$ cat src/rtl/reg8_serial_reader_if.sv
// rtl/reg8_serial_reader_if.sv - request/word/serial-stream bundle for reg8_serial_reader
// master = requester and bit consumer, slave = the reader.
interface reg8_serial_reader_if #(
   parameter int WIDTH = 8
);
   logic             start;
   logic [WIDTH-1:0] d;
   logic             sout;
   logic             sout_valid;
   logic             sout_ready;
   logic             busy;
   logic             done;

   modport master (
      output start, d, sout_ready,
      input  sout, sout_valid, busy, done
   );

   modport slave (
      input  start, d, sout_ready,
      output sout, sout_valid, busy, done
   );
endinterface

$ cat src/rtl/reg8_serial_reader.sv
// rtl/reg8_serial_reader.sv - captures a parallel register word and streams it out MSB first
// Optional even-parity trailer bit when PARITY_EN is defined.
module reg8_serial_reader #(
   parameter int WIDTH = 8
) (
   input logic                 clk_i,
   input logic                 reset_ni,
   reg8_serial_reader_if.slave bus
);
   localparam int              CW       = $clog2(WIDTH + 1);
   localparam logic [CW-1:0]   LAST_BIT = CW'(WIDTH - 1);

   typedef enum logic [1:0] {
      IDLE  = 2'd0,
      SHIFT = 2'd1,
`ifdef PARITY_EN
      PAR   = 2'd2,
`endif
      DONE  = 2'd3
   } state_t;

   state_t           state_q;
   logic [WIDTH-1:0] shift_q;
   logic [CW-1:0]    cnt_q;
   logic             sout_q;
   logic             sout_valid_q;
   logic             busy_q;
   logic             done_q;
   logic [WIDTH-1:0] shift_d;
   logic             xfer;

   assign shift_d = {shift_q[WIDTH-2:0], 1'b0};
   assign xfer    = sout_valid_q && bus.sout_ready;

`ifdef PARITY_EN
   logic parity_q;
   logic parity_d;
   assign parity_d = parity_q ^ shift_q[WIDTH-1];
`endif

   // Outputs are registered so sout/sout_valid always describe the bit on offer this cycle.
   always_ff @(posedge clk_i or negedge reset_ni) begin
      if (!reset_ni) begin
         state_q      <= IDLE;
         shift_q      <= '0;
         cnt_q        <= '0;
         sout_q       <= 1'b0;
         sout_valid_q <= 1'b0;
         busy_q       <= 1'b0;
         done_q       <= 1'b0;
`ifdef PARITY_EN
         parity_q     <= 1'b0;
`endif
      end else begin
         case (state_q)
            IDLE: begin
               if (bus.start) begin
                  shift_q      <= bus.d;
                  cnt_q        <= '0;
                  sout_q       <= bus.d[WIDTH-1];
                  sout_valid_q <= 1'b1;
                  busy_q       <= 1'b1;
                  state_q      <= SHIFT;
`ifdef PARITY_EN
                  parity_q     <= 1'b0;
`endif
               end
            end
            SHIFT: begin
               if (xfer) begin
                  shift_q <= shift_d;
                  cnt_q   <= cnt_q + CW'(1);
`ifdef PARITY_EN
                  parity_q <= parity_d;
`endif
                  if (cnt_q == LAST_BIT) begin
`ifdef PARITY_EN
                     sout_q  <= parity_d;
                     state_q <= PAR;
`else
                     sout_q       <= 1'b0;
                     sout_valid_q <= 1'b0;
                     done_q       <= 1'b1;
                     state_q      <= DONE;
`endif
                  end else begin
                     sout_q <= shift_d[WIDTH-1];
                  end
               end
            end
`ifdef PARITY_EN
            PAR: begin
               if (xfer) begin
                  sout_q       <= 1'b0;
                  sout_valid_q <= 1'b0;
                  done_q       <= 1'b1;
                  state_q      <= DONE;
               end
            end
`endif
            DONE: begin
               // start is deliberately not looked at here; only IDLE accepts requests.
               done_q  <= 1'b0;
               busy_q  <= 1'b0;
               state_q <= IDLE;
            end
            default: begin
               sout_q       <= 1'b0;
               sout_valid_q <= 1'b0;
               done_q       <= 1'b0;
               busy_q       <= 1'b0;
               state_q      <= IDLE;
            end
         endcase
      end
   end

   assign bus.sout       = sout_q;
   assign bus.sout_valid = sout_valid_q;
   assign bus.busy       = busy_q;
   assign bus.done       = done_q;
endmodule

$ cat src/flat_wrapper.sv
// flat-port wrapper written by rule: the top's interface ports become plain ports
module reg8_serial_reader_flat 
#(
   parameter int WIDTH = 8
)
  (clk_i, reset_ni, bus_start, bus_d, bus_sout_ready, bus_sout, bus_sout_valid, bus_busy, bus_done);
  reg8_serial_reader_if #(.WIDTH(WIDTH)) bus_i ();
  input logic clk_i;
  input logic reset_ni;
  input wire logic [$bits(bus_i.start)-1:0] bus_start;
  input wire logic [$bits(bus_i.d)-1:0] bus_d;
  input wire logic [$bits(bus_i.sout_ready)-1:0] bus_sout_ready;
  output wire logic [$bits(bus_i.sout)-1:0] bus_sout;
  output wire logic [$bits(bus_i.sout_valid)-1:0] bus_sout_valid;
  output wire logic [$bits(bus_i.busy)-1:0] bus_busy;
  output wire logic [$bits(bus_i.done)-1:0] bus_done;
  assign bus_i.start = bus_start;
  assign bus_i.d = bus_d;
  assign bus_i.sout_ready = bus_sout_ready;
  assign bus_sout = bus_i.sout;
  assign bus_sout_valid = bus_i.sout_valid;
  assign bus_busy = bus_i.busy;
  assign bus_done = bus_i.done;
  reg8_serial_reader #(.WIDTH(WIDTH)) u_core (.clk_i(clk_i), .reset_ni(reset_ni), .bus(bus_i));
endmodule
$ cat config.mk
export PLATFORM = sky130hd
export DESIGN_NAME = reg8_serial_reader_flat
export DESIGN_NICKNAME = d
export VERILOG_FILES = /design/src/rtl/reg8_serial_reader_if.sv /design/src/rtl/reg8_serial_reader.sv /design/src/flat_wrapper.sv
export SDC_FILE = /design/constraint.sdc
export NUM_CORES = 1
export LEC_CHECK = 0
export ABC_CLOCK_PERIOD_IN_PS = 1900
export CAP_MARGIN = 20
export CORE_ASPECT_RATIO = 0.9
export CORE_MARGIN = 10
export CORE_UTILIZATION = 40
export DETAILED_ROUTE_END_ITERATION = 7
export MAX_ROUTING_LAYER = met4
export PLACE_DENSITY = 0.72
export SLEW_MARGIN = 10
export SYNTH_ARGS = -nofsm -noshare
export SYNTH_HDL_FRONTEND = slang
export SYNTH_SLANG_ARGS = --single-unit
$ cat constraint.sdc
create_clock -name clk_i -period 1.9 [get_ports clk_i]
set_input_delay 0.38 -clock clk_i [delete_from_list [all_inputs] [get_ports clk_i]]
set_output_delay 0.38 -clock clk_i [all_outputs]
set_load 0.005 [all_outputs]
==> out/metrics.csv, run 1 <==
stage,metric,value,unit
synthesis,synth_edf_count,0,
die,initial_utilization,41.7,%
hold_path,hold_path.class,in -> async,
clock_network,cts_buffer_depth,2,
synthesis,synth_most_common_cell,dfrtp_1,
clock_network,ctsHoldBuffers,0,
place,gp_congestion,0.723,
sta,finalSetupTns,0,ns
drt,drtAntennaViolNets,0,
drt,via_per_inst,5.28,
clock_network,clock_latency,0.30,ns
drt,drcViolationCount,0,
drt,vias,602,
power_and_ir_drop,peakVddDrop,376,uV
sta,final_max_slew_viol_count,0,
clock_network,cts_tree,yes,
global_route,gr-total-overflow,0,
power_and_ir_drop,p_leak,0.508,nW
critical_path,worstPathRequired,1.52,ns
critical_path,critPathLaunchType,register,
sta,rsz0062_at_grt,false,
place,io_buffers,15,
critical_path,critical-path-top-delay-family,buffers and inverters,
global_route,antenna_found_initial,0,
synthesis,ys_types,25,
sta,tightest_slew,0.387,ns
run_status,outcome,"complete, no violations",
synthesis,synth_nets,81,
synthesis,synth_seq_cells,17,
synthesis,yosysSeqAreaShare,47.2,%
drt,drt_first_pass_iters,4,
synthesis,synth_top_area_share,47.2,%
power_and_ir_drop,p_total,0.808,mW
clock_network,htree_levels,1,
critical_path,worst-endpoint-arrival,1.31,ns
critical_path,critPathMaxStageDelay,0.55,ns
layout,area_delta_synth_final,21.8,%
synthesis,synth-xor-area-share,0,%
synthesis,post_synth.cell_area_avg,13.3,um2
clock_network,cts_setup_buffers,0,
critical_path,cp_max_fo,5,
synthesis,yosys.area_share.adder,1.39,%
critical_path,cp_slowest_cell,clkdlybuf4s50_1,
sta,min_period,1.69,ns
layout,layout.nets,101,
sta,slew_headroom,74.2,%
synthesis,synthMuxAreaShare,21.1,%
power_and_ir_drop,pwr-share-clk,25.3,%
power_and_ir_drop,sw_frac_of_total,24.4,%
layout,drive_above_1_share,25.3,%
die,design.core.area,2160,um2
critical_path,cp-end-kind,output pin,
synthesis,synthFlopType,dfrtp_1,
sta,finalHoldViolCount,0,
place,dpl.hpwl,1330,um
synthesis,synth_top_family_by_area,multiplexers,
synthesis,synthesis.area,902,um2
clock_network,numCtsBuffers,3,
synthesis,synth_top_area_cell,dfrtp_1,
power_and_ir_drop,combPwrFrac,20.4,%
power_and_ir_drop,internal_power,0.611,mW
drt,wire_per_inst,15.4,um
clock_network,clk_pin_slew_worst_paths,0.10,ns
global_route,grt.total_usage,8.16,%
critical_path,worstSetupPathType,reg -> out,
drt,detail_route.iter0.violations,23,
sta,skew,0.00327,ns
layout,num_antenna_cells,0,
flow_run,cap_violations,0,
global_route,grt_pass1_wl,2980,um
global_route,grt_pass1_vias,620,
synthesis,synth_compound_area_share,12.6,%
die,die_h,65.1,um
power_and_ir_drop,p_switching,0.197,mW
synthesis,synth_async_sr_flop_share,100,%
die,die_x,70.1,um
synthesis,synthSimpleGateAreaFrac,12.5,%
global_route,grt_start_max_net_pins,18,
synthesis,yosys-top-cells-area,"dfrtp_1 (47%), mux2_4 (20%), nand4b_4 (2.6%)",
sta,period_share,88.8,%
layout,nFillCells,192,
die,dieArea,4560,um2
power_and_ir_drop,seq_power_share,54.3,%
synthesis,synth_common_cells,"dfrtp_1 (17), mux2_4 (12), nor2_1 (5)",
clock_network,cts.sinks,17,
sta,clock.fmax,593,MHz
synthesis,yosysWarnings,0,
clock_network,cts_resized,0,
drt,wirelength,1760,um
sta,setup_viol,0,
critical_path,crit_chain,clkdlybuf4s50_1,
die,io_pins,16,
critical_path,critPathBufInv,1,
die,num_rows,16,
synthesis,syn_inst,68,
power_and_ir_drop,p_per_area,736,nW/um2
clock_network,cts_root_buf,clkbuf_4,
==> registers in the layout (all words and copies together), names as in the netlist <==
register / flops
u_core.bus.sout_valid: 1
u_core.bus.busy: 1
u_core.state_q: 2
u_core.bus.done: 1
u_core.cnt_q: 4
u_core.shift_q: 7
u_core.bus.sout: 1
==> worst paths after layout <==
path                                                        start                             to  slack (ns)  depth (start not counted)
worst max-delay path            u_core.bus.sout_valid$_DFFE_PN0P_                 bus_sout_valid        0.21                          1
worst min-delay path                                     reset_ni  u_core.state_q[0]$_DFFE_PN0P_        0.40                          2
worst max register to register      u_core.state_q[0]$_DFFE_PN0P_  u_core.shift_q[1]$_DFFE_PN0P_        0.28                          3
worst min register to register        u_core.bus.done$_DFFE_PN0P_    u_core.bus.done$_DFFE_PN0P_        0.49                          1
max in group asynchronous                                reset_ni  u_core.state_q[1]$_DFFE_PN0P_        1.31                          2
min in group clk_i                    u_core.bus.done$_DFFE_PN0P_    u_core.bus.done$_DFFE_PN0P_        0.49                          1
==> layer usage <==
metal	routed length, um	up-vias	track usage, %
met3	84	5	1.67
met1	838	297	9.90
met5	0	-	-
met4	55	0	5.17
li1	-	282	-
met2	777	18	12.1
==> layout by cell type, fill, tap and decap left out <==
master	netlist	final
a21o_1	3	3
a21oi_1	3	3
a21oi_4	1	1
a22o_1	1	1
a32oi_1	1	1
and2_1	1	1
buf_4	0	3
clkbuf_1	0	1
clkbuf_4	0	3
clkdlybuf4s50_1	0	15
dfrtp_1	17	17
ha_1	1	1
inv_1	3	3
mux2_4	12	12
mux2i_1	1	1
nand2b_1	1	1
nand2b_4	1	1
nand3_1	2	2
nand3b_1	1	1
nand4b_4	1	1
nor2_1	5	5
nor2b_4	1	1
o211ai_1	1	1
o21ai_0	4	4
o22ai_1	1	1
o2bb2ai_1	1	1
or3_1	2	2
==> per-stage QoR <==
step,util (%),std cells,setup WS (ns),hold WS [ns],area [um2]
CTS,50.8,114,0.196,0.405,1100
global placement,49.6,110,0.109,0.467,1070
detailed placement,49.6,110,0.0850,0.472,1070
finish,50.8,114,0.214,0.398,1100
global route,50.8,114,0.140,0.426,1100
floorplan,-,68,0.502,0.0844,902
==> power by group through the flow <==
| stage | Sequential (mW) | Clock (mW) | Combinational [mW] |
|---|---|---|---|
| finish | 0.439 | 0.204 | 0.165 |
| global route | 0.445 | 0.211 | 0.180 |
| CTS | 0.439 | 0.204 | 0.168 |
| detailed placement | 0.446 | 0 | 0.167 |
| global placement | 0.442 | 0 | 0.161 |
| floorplan | 0.436 | 0 | 0.105 |
==> final cells by class <==
type | count | area [um2] | area share, %
multi-input cells | 45 | 429 | 39.1
repair buffers | 18 | 173 | 15.7
clock buffers | 4 | 26.3 | 2.39
flip-flops and latches | 17 | 425 | 38.7
inverters | 3 | 11.3 | 1.03
well taps | 27 | 33.8 | 3.08
==> cell families (layout without fill, tap and decap cells) <==
kind of cell / count (synthesis) / count (layout)
AND/OR/NAND/NOR: 15 / 15
AO/OA/AOI/OAI: 16 / 16
multiplexers: 13 / 13
buffers and inverters: 6 / 25
flip-flops: 17 / 17
adder cells (fa/ha/maj): 1 / 1
(Power assumes the default switching activity.)
==> run 2, diff against run 1 <==
--- a/config.mk
+++ b/config.mk
@@ -8,8 +8,9 @@
 export ABC_CLOCK_PERIOD_IN_PS = 1900
 export CAP_MARGIN = 20
 export CORE_ASPECT_RATIO = 0.9
-export CORE_MARGIN = 10
+export CORE_MARGIN = 5
 export CORE_UTILIZATION = 40
+export CTS_BUF_LIST = sky130_fd_sc_hd__clkbuf_16
 export DETAILED_ROUTE_END_ITERATION = 7
 export MAX_ROUTING_LAYER = met4
 export PLACE_DENSITY = 0.72
==> out/metrics.csv, run 2 (same netlist as run 1, synthesis figures left out) <==
stage,metric,value,unit,change
critical_path,critPathBufInv,1,,unchanged
drt,drcViolationCount,0,,unchanged
critical_path,cp_max_fo,5,,unchanged
global_route,grt_start_max_net_pins,18,,unchanged
run_status,outcome,"complete, no violations",,unchanged
drt,wirelength,1690,um,was 1760 um
layout,layout.nets,101,,unchanged
critical_path,crit_cells,1,,unchanged
power_and_ir_drop,p_leak,0.534,nW,was 0.508 nW
drt,drt-met1-wl,740,um,was 838 um
clock_network,cts_setup_buffers,0,,unchanged
global_route,grt_pass1_vias,628,,was 620
drt,detail_route.iter0.violations,0,,was 23
drt,vias,588,,was 602
die,die_h,55.1,um,was 65.1 um
critical_path,r2r_slack,0.30,ns,was 0.28 ns
critical_path,worstSetupPathType,reg -> out,,unchanged
sta,clock.fmax,624,MHz,was 593 MHz
sta,finalHoldViolCount,0,,unchanged
die,io_pins,16,,unchanged
sta,period_share,84.4,%,was 88.8%
sta,finalSetupTns,0,ns,unchanged
clock_network,cts_tree,yes,,unchanged
layout,nFillCells,183,,was 192
power_and_ir_drop,sw_frac_of_total,20.4,%,was 24.4%
place,place_area,1070,um2,unchanged
critical_path,cp-end-kind,output pin,,unchanged
place,gp_congestion,0.725,,was 0.723
critical_path,crit_chain,clkdlybuf4s50_1,,unchanged
power_and_ir_drop,peakVddDrop,456,uV,was 376 uV
sta,tightest_slew,0.383,ns,was 0.387 ns
drt,wire_per_inst,14.9,um,was 15.4 um
clock_network,numCtsBuffers,3,,unchanged
global_route,grt_pass1_wl,2840,um,was 2980 um
critical_path,r2r-start,u_core.state_q[0]$_DFFE_PN0P_,,unchanged
sta,final_max_slew_viol_count,0,,unchanged
sta,slew_headroom,74.5,%,was 74.2%
drt,via_per_inst,5.16,,was 5.28
critical_path,reg2reg_to,u_core.shift_q[2]$_DFFE_PN0P_,,was u_core.shift_q[1]$_DFFE_PN0P_
die,num_rows,16,,unchanged
clock_network,cts.sinks,17,,unchanged
sta,setup_viol,0,,unchanged
layout,drive_above_1_share,26.4,%,was 25.3%
die,die_x,60.1,um,was 70.1 um
critical_path,worst-endpoint-arrival,1.22,ns,was 1.31 ns
layout,area_delta_synth_final,27.7,%,was 21.8%
power_and_ir_drop,seq_power_share,43.0,%,was 54.3%
layout,layout_commonest_cell,dfrtp_1,,unchanged
critical_path,reg2reg_depth,3,,unchanged
layout,largest_registers,"u_core.shift_q: 7 flops, u_core.cnt_q: 4 flops, u_core.state_q: 2 flops",,unchanged
hold_path,hold_path.class,in -> async,,unchanged
sta,min_period,1.60,ns,was 1.69 ns
power_and_ir_drop,combPwrFrac,16.3,%,was 20.4%
power_and_ir_drop,p_per_area,885,nW/um2,was 736 nW/um2
clock_network,clock_latency,0.25,ns,was 0.30 ns
die,initial_utilization,41.7,%,unchanged
critical_path,critical-path-top-delay-family,buffers and inverters,,unchanged
critical_path,cp-startpoint,u_core.bus.sout_valid$_DFFE_PN0P_,,unchanged
clock_network,clk_pin_slew_worst_paths,0.05,ns,was 0.10 ns
critical_path,cp_slowest_cell,clkdlybuf4s50_1,,unchanged
drt,drtAntennaViolNets,0,,unchanged
critical_path,worstPathRequired,1.52,ns,about the same
drt,top_layer,met4,,unchanged
global_route,grt.total_usage,12.6,%,was 8.16%
place,dpl.hpwl,1260,um,was 1330 um
sta,skew,0.00321,ns,was 0.00327 ns
layout,largest_register_ffs,7,,unchanged
layout,mostFrequentLayoutCells,"dfrtp_1 (17), clkdlybuf4s50_1 (15), mux2_4 (12)",,unchanged
clock_network,cts_buffer_depth,2,,unchanged
clock_network,ctsHoldBuffers,0,,unchanged
sta,rsz0062_at_grt,false,,unchanged
layout,top_register,u_core.shift_q,,unchanged
power_and_ir_drop,internal_power,0.812,mW,was 0.611 mW
drt,dr_wl_met2,812,um,was 777 um
place,io_buffers,15,,unchanged
clock_network,cts_root_buf,clkbuf_16,,was clkbuf_4
layout,regArea,425,um2,unchanged
drt,drt_first_pass_iters,1,,was 4
global_route,gr-total-overflow,0,,unchanged
power_and_ir_drop,pwr-share-clk,40.8,%,was 25.3%
global_route,antenna_found_initial,0,,unchanged
critical_path,critPathMaxStageDelay,0.54,ns,was 0.55 ns
layout,multi_input_area,429,um2,unchanged
layout,final_cell_area,1150,um2,was 1100 um2
layout,num_antenna_cells,0,,unchanged
drt,wl_met3,77,um,was 84 um
die,design.core.area,2160,um2,unchanged
critical_path,critPathLaunchType,register,,unchanged
clock_network,htree_levels,1,,unchanged
flow_run,cap_violations,0,,unchanged
clock_network,cts_resized,0,,unchanged
die,dieArea,3310,um2,was 4560 um2
critical_path,worstSetupEndpoint,bus_sout_valid,,unchanged
power_and_ir_drop,p_switching,0.208,mW,was 0.197 mW
[run 2: cell count changes in the layout (fill, tap and decap cells not counted), sizes merged]
cell,delta
clkbuf,-1
clkinv,+1
[run 2: routing by layer]
metal,GRT usage [%],vias to the layer above
li1,-,284
met1,14.0,285
met2,20.5,14
met3,2.32,5
met4,8.86,0
met5,-,-
[run 2: cell type report]
class                   instances  share of cell area, %
well taps                      27                   2.93
inverters                       3                  0.977
clock inverters                 1                  0.434
flip-flops and latches         17                   36.9
multi-input cells              45                   37.2
repair buffers                 18                   15.0
clock buffers                   3                   6.51
[run 2: worst min-delay path by stage]
stage | startpoint | end | depth (start not counted)
floorplan | reset_ni | u_core.bus.busy$_DFFE_PN0P_ | 0
finish | reset_ni | u_core.bus.sout$_DFFE_PN0P_ | 2
detailed placement | u_core.bus.done$_DFFE_PN0P_ | u_core.bus.done$_DFFE_PN0P_ | 1
CTS | reset_ni | u_core.shift_q[6]$_DFFE_PN0P_ | 2
global route | reset_ni | u_core.bus.busy$_DFFE_PN0P_ | 2
global placement | u_core.bus.busy$_DFFE_PN0P_ | u_core.bus.busy$_DFFE_PN0P_ | 1
[run 2: through the flow]
step	total power, mW	util (%)	hold slack (ns)	cells	worst slack, ns
final	1.02	53.3	0.456	114	0.297
after global routing	1.07	53.3	0.477	114	0.233
after CTS	1.04	53.3	0.458	114	0.290
after detailed placement	0.613	49.6	0.473	110	0.0830
after global placement	0.604	49.6	0.465	110	0.111
after floorplan	0.542	-	0.0844	68	0.502
[run 2: power groups by stage]
| stage | combinational (mW) | clock (mW) | sequential [mW] |
|---|---|---|---|
| finish | 0.166 | 0.416 | 0.438 |
| global route | 0.181 | 0.446 | 0.444 |
| detailed placement | 0.168 | 0 | 0.445 |
| global placement | 0.161 | 0 | 0.443 |
| CTS | 0.169 | 0.430 | 0.439 |
| floorplan | 0.105 | 0 | 0.436 |
==> run 3, diff against run 2 <==
--- a/config.mk
+++ b/config.mk
@@ -5,7 +5,7 @@
 export SDC_FILE = /design/constraint.sdc
 export NUM_CORES = 1
 export LEC_CHECK = 0
-export ABC_CLOCK_PERIOD_IN_PS = 1900
+export ABC_CLOCK_PERIOD_IN_PS = 1400
 export CAP_MARGIN = 20
 export CORE_ASPECT_RATIO = 0.9
 export CORE_MARGIN = 5
@@ -13,7 +13,7 @@
 export CTS_BUF_LIST = sky130_fd_sc_hd__clkbuf_16
 export DETAILED_ROUTE_END_ITERATION = 7
 export MAX_ROUTING_LAYER = met4
-export PLACE_DENSITY = 0.72
+export PLACE_DENSITY = 0.75
 export SLEW_MARGIN = 10
 export SYNTH_ARGS = -nofsm -noshare
 export SYNTH_HDL_FRONTEND = slang
==> constraint.sdc (replaced) <==
create_clock -name clk_i -period 1.4 [get_ports clk_i]
set_input_delay 0.28 -clock clk_i [delete_from_list [all_inputs] [get_ports clk_i]]
set_output_delay 0.28 -clock clk_i [all_outputs]
set_load 0.005 [all_outputs]
==> out/metrics.csv, run 3 (same netlist as run 1, synthesis figures left out) <==
stage,metric,value,unit,change
run_status,outcome,"complete, no violations",,unchanged
layout,top_register,u_core.shift_q,,unchanged
drt,drt_first_pass_iters,3,,was 1
place,place_area,1120,um2,was 1070 um2
die,dieArea,3310,um2,unchanged
sta,holdWs,0.366,ns,was 0.456 ns
drt,wirelength,1860,um,was 1690 um
sta,finalSetupTns,0,ns,unchanged
sta,period_share,99.4,%,
layout,drive_above_1_share,35.1,%,was 26.4%
clock_network,cts.sinks,17,,unchanged
layout,largest_register_ffs,7,,unchanged
sta,finalHoldViolCount,0,,unchanged
layout,mostFrequentLayoutCells,"dfrtp_1 (17), mux2_4 (12), clkdlybuf4s50_1 (12)",,"was dfrtp_1 (17), clkdlybuf4s50_1 (15), mux2_4 (12)"
critical_path,cp_max_fo,7,,was 5
layout,regArea,425,um2,unchanged
critical_path,worstPathRequired,1.53,ns,was 1.52 ns
drt,drtAntennaViolNets,0,,unchanged
critical_path,cp-end-kind,register,,was output pin
sta,clock.fmax,718,MHz,
layout,largest_registers,"u_core.shift_q: 7 flops, u_core.cnt_q: 4 flops, u_core.state_q: 2 flops",,unchanged
layout,layout_commonest_cell,dfrtp_1,,unchanged
critical_path,reg2reg_depth,4,,was 3
critical_path,r2r_slack,0.008,ns,was 0.30 ns
die,design.core.area,2160,um2,unchanged
clock_network,clock_latency,0.25,ns,about the same
clock_network,htree_levels,1,,unchanged
clock_network,cts_buffer_depth,2,,unchanged
global_route,grt.total_usage,13.3,%,was 12.6%
die,die_h,55.1,um,unchanged
global_route,grt_pass1_vias,648,,was 628
drt,wire_per_inst,15.0,um,was 14.9 um
layout,multi_input_area,434,um2,was 429 um2
critical_path,worst-endpoint-arrival,1.53,ns,was 1.22 ns
power_and_ir_drop,peakVddDrop,571,uV,was 456 uV
flow_run,cap_violations,0,,unchanged
drt,via_per_inst,5.08,,was 5.16
drt,detail_route.iter0.violations,18,,was 0
drt,drcViolationCount,0,,unchanged
critical_path,r2r-start,u_core.state_q[0]$_DFFE_PN0P_,,unchanged
sta,setup_viol,0,,unchanged
global_route,antenna_found_initial,0,,unchanged
clock_network,cts_root_buf,clkbuf_16,,unchanged
clock_network,numCtsBuffers,3,,unchanged
sta,final_max_slew_viol_count,0,,unchanged
critical_path,critPathLaunchType,register,,unchanged
die,num_rows,16,,unchanged
power_and_ir_drop,p_per_area,1100,nW/um2,was 885 nW/um2
layout,final_cell_area,1270,um2,was 1150 um2
clock_network,ctsHoldBuffers,0,,unchanged
sta,min_period,1.39,ns,
critical_path,reg2reg_to,u_core.shift_q[5]$_DFFE_PN0P_,,was u_core.shift_q[2]$_DFFE_PN0P_
die,io_pins,16,,unchanged
layout,area_delta_synth_final,40.6,%,was 27.7%
power_and_ir_drop,p_leak,0.627,nW,was 0.534 nW
sta,slew_headroom,84.5,%,was 74.5%
hold_path,hold_path.class,in -> async,,unchanged
sta,rsz0062_at_grt,true,,was false
global_route,grt_start_max_net_pins,18,,unchanged
critical_path,cp-startpoint,u_core.state_q[0]$_DFFE_PN0P_,,was u_core.bus.sout_valid$_DFFE_PN0P_
critical_path,worstSetupPathType,reg -> reg,,was reg -> out
sta,tightest_slew,0.233,ns,was 0.383 ns
place,gp_congestion,0.750,,was 0.725
place,dpl.hpwl,1300,um,was 1260 um
global_route,gr-total-overflow,0,,unchanged
critical_path,worstSetupEndpoint,u_core.shift_q[5]$_DFFE_PN0P_,,was bus_sout_valid
die,initial_utilization,41.7,%,unchanged
sta,skew,0.00145,ns,was 0.00321 ns
layout,num_antenna_cells,0,,unchanged
clock_network,cts_tree,yes,,unchanged
layout,nFillCells,183,,unchanged
drt,vias,630,,was 588
place,io_buffers,15,,unchanged
global_route,grt_pass1_wl,2980,um,was 2840 um
clock_network,clk_pin_slew_worst_paths,0.05,ns,about the same
die,die_x,60.1,um,unchanged
layout,layout.nets,111,,was 101
==> run 3: cell types whose count changed in the layout (fill, tap and decap cells not counted), sizes merged <==
cell / before / now
dlymetal6s2s: 0 / 3
buf: 3 / 13
clkdlybuf4s50: 15 / 12
==> run 3: worst min-delay path by stage <==
stage                                startpoint                             to  slack, ns  depth (start not counted)
global route                           reset_ni  u_core.state_q[1]$_DFFE_PN0P_       0.39                          2
detailed placement  u_core.bus.done$_DFFE_PN0P_    u_core.bus.done$_DFFE_PN0P_       0.47                          1
global placement    u_core.bus.busy$_DFFE_PN0P_    u_core.bus.busy$_DFFE_PN0P_       0.46                          1
CTS                                    reset_ni  u_core.shift_q[0]$_DFFE_PN0P_       0.37                          2
floorplan                              reset_ni    u_core.bus.busy$_DFFE_PN0P_      -0.02                          0
finish                                 reset_ni  u_core.shift_q[0]$_DFFE_PN0P_       0.37                          2
==> run 3: final cells by class <==
class | instances | share of cell area, %
tap | 27 | 2.66
timing repair buffer | 28 | 22.4
inverter | 3 | 0.888
clock inverter | 1 | 0.394
sequential | 17 | 33.5
multi-input combinational | 45 | 34.2
clock buffer | 3 | 5.92
==> run 3: critical path, cell delays in order, from the launching register on <==
cell and delay [ns]:
dfrtp_1 0.40, nor2b_4 0.19, buf_12 0.14, mux2_4 0.30, mux2_4 0.25
==> run 3: stage by stage <==
step                setup slack (ns)  power (mW)  cells  util [%]
finish                       0.00801        1.40    124      58.7
detailed placement            -0.272       0.829    115      51.9
CTS                          0.00456        1.41    122      57.5
global placement              -0.226       0.821    115      51.9
global route                 -0.0377        1.47    124      58.7
floorplan                    0.00174       0.735     68         -
==> run 3: what timing repair did <==
action,CTS,global route
pin swaps,0,1
endpoints found under the setup margin,8,9
buffers inserted,3,2
gates cloned,0,0
resized for setup,1,4
==> run 3: per-layer routing <==
metal / track usage (%) / vias up / part of all wire, %
met5: - / - / 0
met4: 9.96 / 0 / 3.2
met3: 1.39 / 5 / 3.3
met2: 21.0 / 15 / 47
met1: 15.7 / 312 / 47
li1: - / 298 / -
==> run 3: power breakdown <==
| part | leakage, nW | internal [mW] | total, mW | switching (mW) |
|---|---|---|---|---|
| sequential | 0.220 | 0.555 | 0.596 | 0.0411 |
| clock | 0.0409 | 0.382 | 0.570 | 0.188 |
| combinational | 0.366 | 0.169 | 0.230 | 0.0611 |
